[src/rtl/regex_pkg.sv]
// Shared types and constants for the regex matcher stimulus path.
package regex_pkg;

    localparam int unsigned DATA_W = 8;
    localparam int unsigned POS_W  = 32;

    // Matchers report this when they have no position to give.
    localparam logic [POS_W-1:0] NO_POS = '1;

    typedef enum logic [2:0] {
        StIdle,
        StMrst,
        StStream,
        StEnd,
        StDone
    } state_e;

endpackage

[src/rtl/regex_stream_feeder_if.sv]
// Character-stream link between the feeder (master) and a regex matcher (slave).
interface regex_stream_feeder_if #(
    parameter int unsigned DATA_W = regex_pkg::DATA_W,
    parameter int unsigned POS_W  = regex_pkg::POS_W
);

    logic              m_reset;
    logic [DATA_W-1:0] data;
    logic              stream_end;
    logic              m_match;
    logic [POS_W-1:0]  m_start_pos;
    logic [POS_W-1:0]  m_end_pos;

    modport master (
        output m_reset, data, stream_end,
        input  m_match, m_start_pos, m_end_pos
    );

    modport slave (
        input  m_reset, data, stream_end,
        output m_match, m_start_pos, m_end_pos
    );

endinterface

[src/rtl/regex_char_buf.sv]
// Character buffer: synchronous write, registered read that returns zero when not enabled.
module regex_char_buf #(
    parameter int unsigned DEPTH  = 64,
    parameter int unsigned ADDR_W = 6,
    parameter int unsigned DATA_W = regex_pkg::DATA_W
) (
    input  logic              clk,
    input  logic              reset,
    input  logic              wr_en,
    input  logic [ADDR_W-1:0] wr_addr,
    input  logic [DATA_W-1:0] wr_data,
    input  logic              rd_en,
    input  logic [ADDR_W-1:0] rd_addr,
    output logic [DATA_W-1:0] rd_data
);

    logic [DATA_W-1:0] mem_q [DEPTH];
    logic [DATA_W-1:0] rd_data_q, rd_data_d;

    always_ff @(posedge clk) begin
        if (wr_en) begin
            mem_q[wr_addr] <= wr_data;
        end
    end

    always_comb begin
        rd_data_d = '0;
        if (rd_en) begin
            rd_data_d = mem_q[rd_addr];
        end
    end

    always_ff @(posedge clk) begin
        if (reset) begin
            rd_data_q <= '0;
        end else begin
            rd_data_q <= rd_data_d;
        end
    end

    assign rd_data = rd_data_q;

endmodule

[src/rtl/regex_stream_feeder.sv]
// Loads a string, replays it one char per clock into a regex matcher and latches the
// first match the matcher reports.
module regex_stream_feeder #(
    parameter int unsigned DEPTH      = 64,
    parameter int unsigned ADDR_W     = 6,
    parameter int unsigned DATA_W     = regex_pkg::DATA_W,
    parameter int unsigned POS_W      = regex_pkg::POS_W,
    parameter int unsigned END_CYCLES = 2
) (
    input  logic                clk,
    input  logic                reset,
    input  logic                wr_en,
    input  logic [DATA_W-1:0]   wr_data,
    output logic                wr_full,
    output logic [ADDR_W:0]     len,
    input  logic                start,
    input  logic                clr,
    output logic                busy,
    regex_stream_feeder_if.master mif,
    output logic                done,
    output logic                result_match,
    output logic [POS_W-1:0]    result_start,
    output logic [POS_W-1:0]    result_end
);

    import regex_pkg::*;

    localparam int unsigned    EndW    = (END_CYCLES > 1) ? $clog2(END_CYCLES) : 1;
    localparam logic [EndW-1:0] EndLast = EndW'(END_CYCLES - 1);
    localparam logic [ADDR_W:0] FullCnt = (ADDR_W + 1)'(DEPTH);

    state_e            state_q, state_d;
    logic [ADDR_W:0]   count_q, count_d;
    logic [ADDR_W-1:0] rd_ptr_q, rd_ptr_d;
    logic [EndW-1:0]   end_cnt_q, end_cnt_d;
    logic              m_reset_q, m_reset_d;
    logic              stream_end_q, stream_end_d;
    logic              busy_q, busy_d;
    logic              done_q, done_d;
    logic              wr_full_q, wr_full_d;
    logic              res_match_q, res_match_d;
    logic [POS_W-1:0]  res_start_q, res_start_d;
    logic [POS_W-1:0]  res_end_q, res_end_d;
    logic              buf_we, buf_re;
    logic [ADDR_W-1:0] shown_idx;
    logic [ADDR_W:0]   last_idx;

    // rd_ptr runs one ahead of the char on data, so the char on display is rd_ptr-1.
    assign shown_idx = rd_ptr_q - 1'b1;
    assign last_idx  = count_q - 1'b1;

    always_comb begin
        state_d      = state_q;
        count_d      = count_q;
        rd_ptr_d     = rd_ptr_q;
        end_cnt_d    = end_cnt_q;
        m_reset_d    = 1'b0;
        stream_end_d = 1'b0;
        busy_d       = 1'b0;
        done_d       = 1'b0;
        res_match_d  = res_match_q;
        res_start_d  = res_start_q;
        res_end_d    = res_end_q;
        buf_we       = 1'b0;
        buf_re       = 1'b0;

        if ((state_q == StStream || state_q == StEnd) && mif.m_match && !res_match_q) begin
            res_match_d = 1'b1;
            res_start_d = mif.m_start_pos;
            res_end_d   = mif.m_end_pos;
        end

        unique case (state_q)
            StIdle, StDone: begin
                done_d = (state_q == StDone);
                if (clr) begin
                    state_d     = StIdle;
                    count_d     = '0;
                    done_d      = 1'b0;
                    res_match_d = 1'b0;
                    res_start_d = '0;
                    res_end_d   = '0;
                end else if (start) begin
                    res_match_d = 1'b0;
                    res_start_d = '0;
                    res_end_d   = '0;
                    if (count_q == '0) begin
                        state_d = StDone;
                        done_d  = 1'b1;
                    end else begin
                        state_d   = StMrst;
                        done_d    = 1'b0;
                        m_reset_d = 1'b1;
                        busy_d    = 1'b1;
                        rd_ptr_d  = '0;
                    end
                end else if (wr_en && state_q == StIdle && count_q != FullCnt) begin
                    buf_we  = 1'b1;
                    count_d = count_q + 1'b1;
                end
            end
            StMrst: begin
                state_d  = StStream;
                busy_d   = 1'b1;
                buf_re   = 1'b1;
                rd_ptr_d = rd_ptr_q + 1'b1;
            end
            StStream: begin
                busy_d = 1'b1;
                if (shown_idx == last_idx[ADDR_W-1:0]) begin
                    state_d      = StEnd;
                    stream_end_d = 1'b1;
                    end_cnt_d    = '0;
                end else begin
                    buf_re   = 1'b1;
                    rd_ptr_d = rd_ptr_q + 1'b1;
                end
            end
            StEnd: begin
                if (end_cnt_q == EndLast) begin
                    state_d = StDone;
                    done_d  = 1'b1;
                end else begin
                    busy_d       = 1'b1;
                    stream_end_d = 1'b1;
                    end_cnt_d    = end_cnt_q + 1'b1;
                end
            end
            default: state_d = StIdle;
        endcase

        wr_full_d = (count_d == FullCnt);
    end

    always_ff @(posedge clk) begin
        if (reset) begin
            state_q      <= StIdle;
            count_q      <= '0;
            rd_ptr_q     <= '0;
            end_cnt_q    <= '0;
            m_reset_q    <= 1'b0;
            stream_end_q <= 1'b0;
            busy_q       <= 1'b0;
            done_q       <= 1'b0;
            wr_full_q    <= 1'b0;
            res_match_q  <= 1'b0;
            res_start_q  <= '0;
            res_end_q    <= '0;
        end else begin
            state_q      <= state_d;
            count_q      <= count_d;
            rd_ptr_q     <= rd_ptr_d;
            end_cnt_q    <= end_cnt_d;
            m_reset_q    <= m_reset_d;
            stream_end_q <= stream_end_d;
            busy_q       <= busy_d;
            done_q       <= done_d;
            wr_full_q    <= wr_full_d;
            res_match_q  <= res_match_d;
            res_start_q  <= res_start_d;
            res_end_q    <= res_end_d;
        end
    end

    regex_char_buf #(
        .DEPTH  (DEPTH),
        .ADDR_W (ADDR_W),
        .DATA_W (DATA_W)
    ) u_char_buf (
        .clk     (clk),
        .reset   (reset),
        .wr_en   (buf_we),
        .wr_addr (count_q[ADDR_W-1:0]),
        .wr_data (wr_data),
        .rd_en   (buf_re),
        .rd_addr (rd_ptr_q),
        .rd_data (mif.data)
    );

    assign mif.m_reset    = m_reset_q;
    assign mif.stream_end = stream_end_q;
    assign wr_full        = wr_full_q;
    assign len            = count_q;
    assign busy           = busy_q;
    assign done           = done_q;
    assign result_match   = res_match_q;
    assign result_start   = res_start_q;
    assign result_end     = res_end_q;

endmodule

[src/flat_wrapper.sv]
// flat-port wrapper written by rule: the top's interface ports become plain ports
module regex_stream_feeder_flat import regex_pkg::*;
#(
    parameter int unsigned DEPTH      = 64,
    parameter int unsigned ADDR_W     = 6,
    parameter int unsigned DATA_W     = regex_pkg::DATA_W,
    parameter int unsigned POS_W      = regex_pkg::POS_W,
    parameter int unsigned END_CYCLES = 2
)
  (clk, reset, wr_en, wr_data, wr_full, len, start, clr, busy, done, result_match, result_start, result_end, mif_m_reset, mif_data, mif_stream_end, mif_m_match, mif_m_start_pos, mif_m_end_pos);
  regex_stream_feeder_if #(.DATA_W(DATA_W), .POS_W(POS_W)) mif_i ();
  input  logic clk;
  input  logic reset;
  input  logic wr_en;
  input  logic [DATA_W-1:0] wr_data;
  output logic wr_full;
  output logic [ADDR_W:0] len;
  input  logic start;
  input  logic clr;
  output logic busy;
  output logic done;
  output logic result_match;
  output logic [POS_W-1:0] result_start;
  output logic [POS_W-1:0] result_end;
  output wire logic [$bits(mif_i.m_reset)-1:0] mif_m_reset;
  output wire logic [$bits(mif_i.data)-1:0] mif_data;
  output wire logic [$bits(mif_i.stream_end)-1:0] mif_stream_end;
  input wire logic [$bits(mif_i.m_match)-1:0] mif_m_match;
  input wire logic [$bits(mif_i.m_start_pos)-1:0] mif_m_start_pos;
  input wire logic [$bits(mif_i.m_end_pos)-1:0] mif_m_end_pos;
  assign mif_m_reset = mif_i.m_reset;
  assign mif_data = mif_i.data;
  assign mif_stream_end = mif_i.stream_end;
  assign mif_i.m_match = mif_m_match;
  assign mif_i.m_start_pos = mif_m_start_pos;
  assign mif_i.m_end_pos = mif_m_end_pos;
  regex_stream_feeder #(.DEPTH(DEPTH), .ADDR_W(ADDR_W), .DATA_W(DATA_W), .POS_W(POS_W), .END_CYCLES(END_CYCLES)) u_core (.clk(clk), .reset(reset), .wr_en(wr_en), .wr_data(wr_data), .wr_full(wr_full), .len(len), .start(start), .clr(clr), .busy(busy), .mif(mif_i), .done(done), .result_match(result_match), .result_start(result_start), .result_end(result_end));
endmodule
[config.mk]
export PLATFORM = sky130hd
export DESIGN_NAME = regex_stream_feeder_flat
export DESIGN_NICKNAME = d
export VERILOG_FILES = /design/src/rtl/regex_pkg.sv /design/src/rtl/regex_stream_feeder_if.sv /design/src/rtl/regex_char_buf.sv /design/src/rtl/regex_stream_feeder.sv /design/src/flat_wrapper.sv
export SDC_FILE = /design/constraint.sdc
export NUM_CORES = 1
export LEC_CHECK = 0
export CORE_MARGIN = 2
export CORE_UTILIZATION = 50
export CTS_BUF_LIST = sky130_fd_sc_hd__clkbuf_4 sky130_fd_sc_hd__clkbuf_8
export CTS_CLUSTER_SIZE = 12
export DETAILED_ROUTE_END_ITERATION = 7
export PLACE_DENSITY_LB_ADDON = 0.2
export SYNTH_ARGS = -nofsm -noshare
export SYNTH_HDL_FRONTEND = slang
export SYNTH_SLANG_ARGS = --single-unit
[constraint.sdc]
create_clock -name clk -period 6.2 [get_ports clk]
set_input_delay 1.24 -clock clk [delete_from_list [all_inputs] [get_ports clk]]
set_output_delay 1.24 -clock clk [all_outputs]
set_load 0.02 [all_outputs]
=== After elaboration in Yosys (flattened, before gate mapping) ===
Memories as Yosys holds them, arrays and structs flattened. A register that Yosys moved wholly into a read port is not among the register bits.
Index checks and enable logic that the tools add are counted.

* Output and inout bits: 85
* Register bits after elaboration: 87
* Memories kept: 1
* Logic and storage cells: 101
* Bits in writable memories: 512

{| class="wikitable"
|+ Memory list
! memory !! depth !! bits a word !! read ports !! clocked after Yosys merged registers in !! write ports !! RTL line !! text
|-
| u_core.u_char_buf.mem_q || 64 || 8 || 1 || 1 || 1 || regex_char_buf.sv:17 || <nowiki>logic [DATA_W-1:0] mem_q [DEPTH];</nowiki>
|}

* Reductions and logical operators: 17
* Bitwise gates (word level): 2
* Multiplexer cells: 50
* Equality and inequality tests: 14
* Add/subtract/negate cells: 5

{| class="wikitable"
|+ Operators with widths
! cell !! number
|-
| 32-bit 2-to-1 mux || 8
|-
| 7-bit 2-to-1 mux || 4
|-
| 6-bit 2-to-1 mux || 4
|-
| 1-bit 2-to-1 mux || 22
|-
| 6-bit case mux with 3 select lines || 1
|-
| 3-bit 2-to-1 mux || 5
|-
| 3-bit case mux with 4 select lines || 1
|-
| 6-bit by 1-bit subtractor with 6-bit output (second input constant) || 2
|-
| 2-bit inequality test (second input constant) || 5
|-
| 1-bit case mux with 2 select lines || 4
|-
| 2-bit OR reduction || 4
|-
| 7-bit by 1-bit adder with 7-bit output (second input constant) || 1
|-
| 7-bit equality test (second input constant) || 1
|-
| 7-bit logical NOT || 1
|-
| 7-bit inequality test (second input constant) || 1
|-
| 6-bit by 1-bit adder with 6-bit output (second input constant) || 1
|-
| 3-bit by 2-bit equality test with 1-bit output (second input constant) || 2
|-
| 6-bit equality test || 1
|-
| 5-bit AND reduction || 1
|-
| 1-bit logical AND || 4
|-
| 3-bit by 1-bit equality test with 1-bit output (second input constant) || 1
|-
| 3-bit equality test (second input constant) || 1
|-
| 3-bit logical NOT || 1
|-
| 3-bit inequality test (second input constant) || 1
|-
| other kinds (10) || 11
|}

=== Longest topological paths before layout ===
* Depth after elaboration: 9
* Gate-level depth with buffers: 13

=== Hierarchy ===
A second synthesis with hierarchy kept.

* Cells, all modules: 1384
* Area, all modules: 23847.9 µm²

{| class="wikitable"
|+ By module, submodules not included
! module !! cells an instance !! times used !! seq. area each (µm²) !! area an instance (µm²)
|-
| regex_char_buf || 929 || 1 || 15534.9 || 20184.4
|-
| regex_stream_feeder || 455 || 1 || 1741.7 || 3663.5
|}

=== Worst setup path after synthesis ===
Ideal clock, no wire load.

* Path type: input to register
* Start: in start
* End: mem u_core.u_char_buf.mem_q[62][0] (enable)
* Stages on the path: 6
* Setup slack: 3172 ps
* Path buffers: 0
* Library setup time: 371 ps
* Arrival: 2658 ps
* Data required time: 5829 ps
* Cells stage by stage: nor4_2 > o211a_1 > nand2_1 > nor2_1 > nand3_1 > nor2_1

* Cells in the longest elaborated chain, start to end: 5

{| class="wikitable"
|+ Ends and longest elaborated chain
! item !! RTL line !! text
|-
| start: declaration || flat_wrapper.sv:18 || <nowiki>input logic start;</nowiki>
|-
| 1-bit 2-to-1 mux || regex_stream_feeder.sv:83 || <nowiki>end else if (start) begin</nowiki>
|-
| 1-bit 2-to-1 mux || regex_stream_feeder.sv:76 || <nowiki>if (clr) begin</nowiki>
|-
| 1-bit 2-to-1 mux || regex_stream_feeder.sv:73 || <nowiki>unique case (state_q)</nowiki>
|-
| 1-bit 2-to-1 mux || regex_char_buf.sv:21 || <nowiki>if (wr_en) begin</nowiki>
|-
| 1-bit 2-to-1 mux (implied by the code) || regex_char_buf.sv:22 || <nowiki>mem_q[wr_addr] <= wr_data;</nowiki>
|-
| end: declaration || regex_char_buf.sv:17 ||
|}

Every way passes these cells.

=== Worst setup path in the final report ===
* Start: reg u_core.rd_ptr_q[0]
* End: reg u_core.rd_ptr_q[2]

* Cells in the longest elaborated chain, start to end: 4
* Elaborated cells on any way between the ends: 7

{| class="wikitable"
|+ Ends and longest elaborated chain
! item !! RTL line !! text
|-
| start: declaration || regex_stream_feeder.sv:34 || <nowiki>logic [ADDR_W-1:0] rd_ptr_q, rd_ptr_d;</nowiki>
|-
| start signal: assignment || regex_stream_feeder.sv:152 || <nowiki>rd_ptr_q <= rd_ptr_d;</nowiki>
|-
| 6-bit by 1-bit subtractor with 6-bit output || regex_stream_feeder.sv:49 || <nowiki>assign shown_idx = rd_ptr_q - 1'b1;</nowiki>
|-
| 6-bit equality test || regex_stream_feeder.sv:110 || <nowiki>if (shown_idx == last_idx[ADDR_W-1:0]) begin</nowiki>
|-
| 2-bit inequality test (no source line) || n/a ||
|-
| 5-bit AND reduction (no source line) || n/a ||
|}

Several ways; a longest one is shown, not always the timed one. The select of a mux whose other input is x is not followed.
A chain may end at the register's enable or synchronous reset.

==> impl_metrics.ini <==
[logic_synthesis]
synth_top_area_share_pct = 64.76
ys.warnings.count = 0
yosys_most_used_dff = edfxtp_1
synthesis.nets = 1461
synth_cells = 1378
syn_avg_cell_area_um2 = 17.23
yosysUniqueCellTypes = 61
ys_top_cells_by_area = edfxtp_1 (65%), mux4_2 (12%), dfxtp_1 (8.0%)
synth_seq_cells = 607
ys_async_sr_fraction_pct = 0
synth_edf_count = 512
synth_area_um2 = 23740
seq_area_frac_synth_pct = 72.77
synth_largest_area_cell = edfxtp_1

[timing]
rsz0062_at_grt = false
setup_viol = 0
drv_slew = 0
period_share_pct = 68.85
hold_viol_final = 0
final.setup.tns_ns = 0
fin_ws_ns = 1.932
skew_ns = 0.02535
relSlewSlack_pct = 17.75
fmax_ghz = 0.2343
tightest_slew_ns = 1.234
post-route-min-period_ns = 4.268

[clock_tree]
cts_hold_buf = 0
cts.sinks = 607
clk_pin_slew_worst_paths_ns = 0.06
cts_tree = built
numCtsBuffers = 95
insertion_delay_ns = 0.69
post_cts_resized = 0
cts-root-buf = clkbuf_8
postCtsSetupRepairBufs = 0
cts_buffer_depth = 3
h-tree-depth = 3

[grt]
gr-usage-met3_pct = 5.672
grt_max_degree = 74
grt_pass1_wl_mm = 88.29
grt_pass1_vias = 13250
grt_usage_pct = 24.60
grt-busiest-layer = met2
antenna_found_initial = 0
gr-usage-met2_pct = 39.41
grt_overflow = 0
met1_usage_pct = 34.20

[routing]
routedWlPerCell_um = 26.72
post-route-drc-count = 0
routed_wl_mm = 60.10
ant_nets = 0
via_count = 13350
via_per_inst = 5.936
drt_iter0_markers = 1477
first_pass_iters = 5

[placed_design]
dp_hpwl_mm = 36.53
dpl_cell_area_um2 = 25730
pre_cts_ws_ns = 1.687
numPortBuffers = 162
gp_congestion = 0.8164

[finish]
regArea_um2 = 17290
fin_nets = 1644
finish.instance_area_um2 = 27700
area_growth_pct = 16.67
fillers = 3478
final_cell_mix = edfxtp_1 (512), nand2_1 (166), clkdlybuf4s50_1 (154)
drive_gt1_share_pct = 19.79
diodes = 0
postLayoutCoreUtil_pct = 59.24
final_common_cell = edfxtp_1
multi_input_area_um2 = 6000

[outcome]
status = completed

[floorplanning]
core-area_um2 = 46750
die_h_um = 221.9
rows = 79
die-area_um2 = 49240
start_util_pct = 50.78
die_x_um = 221.9
ioPinCount = 163

[power]
clock_power_share_pct = 41.2
pwr-share-comb_pct = 5.2
power_mw = 8.332
ir_drop_mv = 0.2391
p_sw_share_pct = 22.34
p_leak_nw = 8.609
internal-power_mw = 6.471
powerDensity_nw_per_um2 = 300.8
p_seq_share_pct = 53.6
switching_power_mw = 1.861

[run]
cap_viol_max_count = 0

[worst_setup_path]
cp.required_ns = 6.76
cp-start-kind = register
critPathKind = register to register
arrival_ns = 4.83
worst-path-max-fanout = 33
cp-end-kind = register

[min_path]
hold_class = register to register
## per-layer routing
layer  vias to the layer above  wire length [µm]
met1                      6807             24570
met4                         0              1458
met2                       669             29320
met5                         -                 0
li1                       5771                 -
met3                       102              4751
## cells by family after synthesis
family                     synth area share (%)
AOI/OAI and AO/OA                         4.301
and+or+nand+nor                           6.056
DFF                                       72.77
muxes                                     13.76
xor gates and xnor gates                 0.8380
adders and majority gates                0.2635
buffers and inverters                     2.013
## metrics by stage
stage | hold WS (ns) | std cells
CTS | 0.4535 | 2249
global route | 0.4732 | 2249
floorplan | 0.4641 | 1378
detailed placement | 0.4455 | 2071
finish | 0.4510 | 2249
global placement | 0.4417 | 2071
## area by class of cell
cell class              instances  area share (%)
multi-input cells             682           21.66
clock buffers                 129           5.755
flip-flops and latches        607           62.42
well taps                     607           2.742
clock inverters                49           1.333
inverters                       7         0.09487
repair buffers                168           5.990
## flip-flops by register name, indices dropped and copies added, names as in the netlist
| signal | cells |
|---|---|
| u_core.busy | 1 |
| u_core.mif.stream_end | 1 |
| u_core.u_char_buf.rd_data | 8 |
| u_core.rd_ptr_q | 6 |
| u_core.end_cnt_q | 1 |
| u_core.mif.m_reset | 1 |
| u_core.state_q | 3 |
| u_core.result_start | 32 |
| u_core.len | 7 |
| u_core.result_end | 32 |
| u_core.result_match | 1 |
| u_core.wr_full | 1 |
| u_core.done | 1 |
| u_core.u_char_buf.mem_q | 512 |
## power by group through the flow
stage | Clock [mW] | Combinational (mW) | Sequential [mW]
2_1_floorplan | 0 | 0.247 | 4.54
3_3_place_gp | 0 | 0.433 | 4.55
3_5_place_dp | 0 | 0.435 | 4.55
4_1_cts | 3.50 | 0.435 | 4.46
5_1_grt | 3.67 | 0.462 | 4.47
6_report | 3.44 | 0.431 | 4.46
## worst max-delay path: stages (launching register included)
cell and delay (ns):
dfxtp_4 0.67, clkinv_1 1.05, ha_1 0.66, nor3b_1 0.17, xnor3_1 0.33, nand4_2 0.13
o41ai_4 0.76, nor3b_1 0.12, a31o_2 0.24
## worst paths after layout
| check | from | to | slack, ns | cells after the start |
|---|---|---|---|---|
| setup / recovery | u_core.rd_ptr_q[0]$_SDFFE_PP0P_ | u_core.rd_ptr_q[2]$_SDFFE_PP0P_ | 1.93 | 8 |
| hold / removal | u_core.result_end[31]$_SDFF_PP0_ | u_core.result_end[31]$_SDFF_PP0_ | 0.45 | 2 |
| setup reg to reg | u_core.rd_ptr_q[0]$_SDFFE_PP0P_ | u_core.rd_ptr_q[2]$_SDFFE_PP0P_ | 1.93 | 8 |
| hold reg to reg | u_core.result_end[31]$_SDFF_PP0_ | u_core.result_end[31]$_SDFF_PP0_ | 0.45 | 2 |
## cell usage after synthesis, types with 4 or more instances
cell and number:
edfxtp_1 512, nand2_1 166, mux4_2 128, nor2_1 110
dfxtp_1 95, a21oi_1 78, clkbuf_1 39, mux2i_1 21
a22oi_1 20, buf_2 20, nor3_1 15, o21ai_0 12
a211oi_1 10, buf_4 10, nand3_1 10, xor2_1 8
buf_6 7, nor2b_1 7, xnor2_1 7, inv_1 6
mux2_2 6, a2111oi_0 5, a21o_1 5, ha_1 5
o211ai_1 5, a21boi_0 4, mux4_1 4, nand3b_1 4
nor3b_1 4, o22ai_1 4
No activity file was read; power rests on OpenSTA's default activity.
